File: src/rtl/led_mode_drv.sv
// LED pattern driver: turns the 2-bit key mode into off / on / blink / running-light patterns.
// Define LED_BREATH_EN to replace the mode-2 blink with a PWM breathing effect.
module led_mode_drv #(
   parameter int LED_NUM    = 4,
   parameter int TICK_CNT   = 12_500_000,
   parameter int BREATH_DIV = 50_000
) (
   input  logic               clk,
   input  logic               rst_n,
   input  logic [1:0]         mode,
   output logic [LED_NUM-1:0] led,
   output logic               step
);

   localparam int            CW        = (TICK_CNT > 1) ? $clog2(TICK_CNT) : 1;
   localparam logic [CW-1:0] TICK_LAST = CW'(TICK_CNT - 1);

   localparam logic [1:0] MODE_OFF   = 2'd0;
   localparam logic [1:0] MODE_ON    = 2'd1;
   localparam logic [1:0] MODE_BLINK = 2'd2;
   localparam logic [1:0] MODE_RUN   = 2'd3;

   logic [1:0]    mode_r;
   logic [CW-1:0] tick_cnt;
   logic          mode_chg;
   logic          tick;

   assign mode_chg = (mode != mode_r);
   assign tick     = (tick_cnt == TICK_LAST) && !mode_chg;

   // Pattern each mode starts from when it is entered
   function automatic logic [LED_NUM-1:0] init_pattern(input logic [1:0] m);
      logic [LED_NUM-1:0] p;
      p = '0;
      case (m)
         MODE_ON:    p = '1;
`ifdef LED_BREATH_EN
         MODE_BLINK: p = '0;
`else
         MODE_BLINK: p = '1;
`endif
         MODE_RUN:   p[0] = 1'b1;
         default:    p = '0;
      endcase
      return p;
   endfunction

   always_ff @(posedge clk or negedge rst_n) begin
      if (!rst_n) begin
         mode_r <= MODE_OFF;
      end else begin
         mode_r <= mode;
      end
   end

   // A mode change restarts the step period so a new pattern always gets a full step
   always_ff @(posedge clk or negedge rst_n) begin
      if (!rst_n) begin
         tick_cnt <= '0;
      end else if (mode_chg || (tick_cnt == TICK_LAST)) begin
         tick_cnt <= '0;
      end else begin
         tick_cnt <= tick_cnt + 1'b1;
      end
   end

   always_ff @(posedge clk or negedge rst_n) begin
      if (!rst_n) begin
         step <= 1'b0;
      end else begin
         step <= tick;
      end
   end

`ifdef LED_BREATH_EN
   localparam int            DW       = (BREATH_DIV > 1) ? $clog2(BREATH_DIV) : 1;
   localparam logic [DW-1:0] DIV_LAST = DW'(BREATH_DIV - 1);

   logic [7:0]    pwm_cnt;
   logic [7:0]    duty;
   logic          dir_up;
   logic [DW-1:0] div_cnt;

   // Duty follows a 0..255..0 triangle; entering mode 2 restarts it from dark
   always_ff @(posedge clk or negedge rst_n) begin
      if (!rst_n) begin
         pwm_cnt <= '0;
         duty    <= '0;
         dir_up  <= 1'b1;
         div_cnt <= '0;
      end else if (mode_chg && (mode == MODE_BLINK)) begin
         pwm_cnt <= '0;
         duty    <= '0;
         dir_up  <= 1'b1;
         div_cnt <= '0;
      end else begin
         pwm_cnt <= pwm_cnt + 8'd1;
         if (div_cnt == DIV_LAST) begin
            div_cnt <= '0;
            if (dir_up) begin
               if (duty == 8'hFF) begin
                  dir_up <= 1'b0;
                  duty   <= 8'hFE;
               end else begin
                  duty <= duty + 8'd1;
               end
            end else begin
               if (duty == 8'h00) begin
                  dir_up <= 1'b1;
                  duty   <= 8'h01;
               end else begin
                  duty <= duty - 8'd1;
               end
            end
         end else begin
            div_cnt <= div_cnt + 1'b1;
         end
      end
   end

   always_ff @(posedge clk or negedge rst_n) begin
      if (!rst_n) begin
         led <= '0;
      end else if (mode_chg) begin
         led <= init_pattern(mode);
      end else if (mode_r == MODE_BLINK) begin
         led <= (pwm_cnt < duty) ? '1 : '0;
      end else if (tick && (mode_r == MODE_RUN)) begin
         led <= {led[LED_NUM-2:0], led[LED_NUM-1]};
      end
   end
`else
   always_ff @(posedge clk or negedge rst_n) begin
      if (!rst_n) begin
         led <= '0;
      end else if (mode_chg) begin
         led <= init_pattern(mode);
      end else if (tick) begin
         case (mode_r)
            MODE_BLINK: led <= ~led;
            MODE_RUN:   led <= {led[LED_NUM-2:0], led[LED_NUM-1]};
            default:    led <= init_pattern(mode_r);
         endcase
      end
   end
`endif

endmodule

File: config.mk
export PLATFORM = sky130hd
export DESIGN_NAME = led_mode_drv
export DESIGN_NICKNAME = d
export VERILOG_FILES = /design/src/rtl/led_mode_drv.sv
export SDC_FILE = /design/constraint.sdc
export NUM_CORES = 1
export LEC_CHECK = 0
export CORE_ASPECT_RATIO = 0.8
export CORE_MARGIN = 2
export CORE_UTILIZATION = 40
export CTS_BUF_LIST = sky130_fd_sc_hd__clkbuf_8
export DETAILED_ROUTE_END_ITERATION = 10
export HOLD_SLACK_MARGIN = 0.03
export SETUP_SLACK_MARGIN = 0.4
export SLEW_MARGIN = 10
export SYNTH_ARGS = -nofsm -noshare
export SYNTH_HDL_FRONTEND = slang
export SYNTH_SLANG_ARGS = --single-unit
File: constraint.sdc
create_clock -name clk -period 2.8 [get_ports clk]
set_input_delay 0.28 -clock clk [delete_from_list [all_inputs] [get_ports clk]]
set_output_delay 0.28 -clock clk [all_outputs]
set_load 0.02 [all_outputs]
==> results.toml <==
[grt]
grt_pass1_wl_mm = 5.61
first_global_vias = 1183
overflow = 0
grt.total_usage_pct = 17.2
antenna_found_initial = 0
grt_max_degree = 32

[worst_setup_path]
critical_path_peak_fanout = 6
required_ns = 2.98
worstPathArrival_ns = 2.39
critical_path.top_delay_family = "simple AND/OR/NAND/NOR gates"
critPathBufInv = 0
endpoint_kind = "register"
slowest_delay_ns = 0.58
worstSetupPathType = "register to register"
slowest_stage = "or4_4"
startpoint_type = "register"
critical_path.cell_chain = "or4_1 > or4_4 > or2_4 > o311ai_1"

[cells_and_area]
drive_gt1_share_pct = 8.00
utilization_pct = 48.8
antenna_cells = 0
regArea_um2 = 776
multiInputGateArea_um2 = 787
num-nets-final = 180
stdcell_count = 230
area_growth_syn_to_layout_pct = 16.2
design_area_mm2 = 0.00186
fill_cells = 374

[timing]
setup_viol_count_final = 0
fin_ws_ns = 0.584
fin_crit_ns = 2.22
fin_skew_ns = 0.00309
max_slew.worst_pin.slew_ns = 0.501
hold_slack_ns = 0.390
maxSlewHeadroom_pct = 66.5
hold_viol_final = 0
fmax_mhz = 451
rsz0062_at_grt = "no"
report.final.slew_viol_count = 0
finalCritPeriodShare_pct = 79.2
tns_ns = 0

[floorplanning]
initial_core_util_pct = 42.0
die-area_mm2 = 0.00452
rows = 20
core_area_mm2 = 0.00380
die_x_um = 74.6
io_pins = 9
die_h_um = 60.5

[power]
cellLeakagePower_nw = 0.721
power_density_mw_per_mm2 = 553
ir_worst_vdd_v = 0.000258
power_mw = 1.03

[route]
antenna_left = 0
viasPerCell = 5.53
drt-initial-drc-count = 59
routed_wl_mm = 3.34
drt_pass1_iterations = 4
via_count = 1272
post-route-drc-count = 0
avgRoutedWirePerCell_um = 14.5

[placement]
placed_area_mm2 = 0.00173
dp_hpwl_mm = 2.32
place_inst = 222
pre_cts_ws_ns = 0.490
port_buffers = 8
place_congestion = 0.832

[clock_tree]
cts_buffer_depth = 2
cts_tree = "yes"
cts_buffers = 5
root_buffer = "clkbuf_8"
cts.clk_slew.worst_paths_ns = 0.07
clk-insertion-delay-late_ns = 0.28
hold_buffers = 0
clkSinkCount = 31
htreeDepth = 2

[yosys]
synth_seq_cells = 31
synth_cell_type_count = 33
yosysSeqAreaShare_pct = 48.6
synth_fp_nets = 169
synthCells = 163
yosysWarningCount = 0
avgSynthCellArea_um2 = 9.79
netlist_area_mm2 = 0.00160

[status]
status = "complete, no violations"

[flow_run]
max_cap_violations = 0

[worst_hold_path]
hold_class = "input pin to asynchronous set/reset pin"
worst paths after layout:
kind	from	to	slack (ns)	cells after the start
worst max register to register	tick_cnt[16]$_DFF_PN0_	led[3]$_DFFE_PN0P_	0.58	4
worst max-delay path	tick_cnt[16]$_DFF_PN0_	led[3]$_DFFE_PN0P_	0.58	4
min in group clk	tick_cnt[0]$_DFF_PN0_	tick_cnt[0]$_DFF_PN0_	0.49	1
worst min-delay path	rst_n	tick_cnt[23]$_DFF_PN0_	0.39	2
max in group asynchronous	rst_n	tick_cnt[8]$_DFF_PN0_	2.12	2
worst min register to register	tick_cnt[0]$_DFF_PN0_	tick_cnt[0]$_DFF_PN0_	0.49	1
power by group:
| part | total [mW] | switching, mW | internal, mW |
|---|---|---|---|
| combinational | 0.0937 | 0.0544 | 0.0393 |
| clock | 0.456 | 0.169 | 0.288 |
| sequential | 0.476 | 0.0153 | 0.461 |
per-layer routing:
metal / part of all wire, % / wire, um / vias up / track usage, %
met1: 51 / 1710 / 620 / 24.6
met5: 0 / 0 / - / 0
li1: - / - / 628 / -
met4: 1.5 / 51 / 0 / 8.42
met3: 4.0 / 135 / 4 / 4.49
met2: 43 / 1450 / 20 / 24.0
repair_timing:
item                       CTS  global route
resized for setup            0             1
setup buffers                0             0
setup endpoints to repair    0             1
Yosys cell counts (all sizes together):
cell    number  area, um2
and2         1       6.26
a221oi       1       8.76
o311ai       3       33.8
nand3        9       45.0
o31ai        8       60.1
ha           2       25.0
nor2b        4       25.0
nor3         2       10.0
nand2       11       41.3
clkbuf       3       11.3
or2          2       15.0
o22ai        3       18.8
or3          1       6.26
and4         4       35.0
a21oi        9       45.0
nor4         2       12.5
xnor2        4       35.0
and3         5       31.3
buf          3       15.0
nor2        17       63.8
o21ai        2       10.0
o22a         1       8.76
o211ai       3       22.5
inv          3       11.3
nand4b       1       8.76
nand4        6       37.5
xor2        11       96.3
nand2b       1       6.26
or4         10       75.1
dfrtp       31        776
cell families after synthesis:
group	share of synthesized area, %
XOR/XNOR	8.23
AND/OR/NAND/NOR	26.3
adder cells (fa/ha/maj)	1.57
buffers and inverters	2.35
AO/OA/AOI/OAI	13.0
flip-flops	48.6
sequential cells by signal, summed over array words and instances, names as in the netlist:
signal,flops
tick_cnt,24
mode_r,2
led,4
step,1
placed cells by master (no fill, tap or decap), types with 3 or more instances in the layout:
master,n
dfrtp_1,31
nor2_1,17
nand2_1,11
xor2_1,11
or4_1,9
nand3_1,9
a21oi_1,9
o31ai_1,8
clkdlybuf4s50_1,8
nand4_1,6
clkbuf_8,6
and3_1,5
and4_1,4
xnor2_1,4
nor2b_1,4
inv_1,3
o22ai_1,3
o211ai_1,3
final cells by class:
type	instances	share of cell area [%]
Multi-Input combinational cell	123	42.4
Timing Repair Buffer	10	5.12
Inverter	3	0.607
Tap cell	55	3.71
Clock inverter	2	1.89
Clock buffer	6	4.45
Sequential cell	31	41.8
No activity file was read; power rests on OpenSTA's default activity.
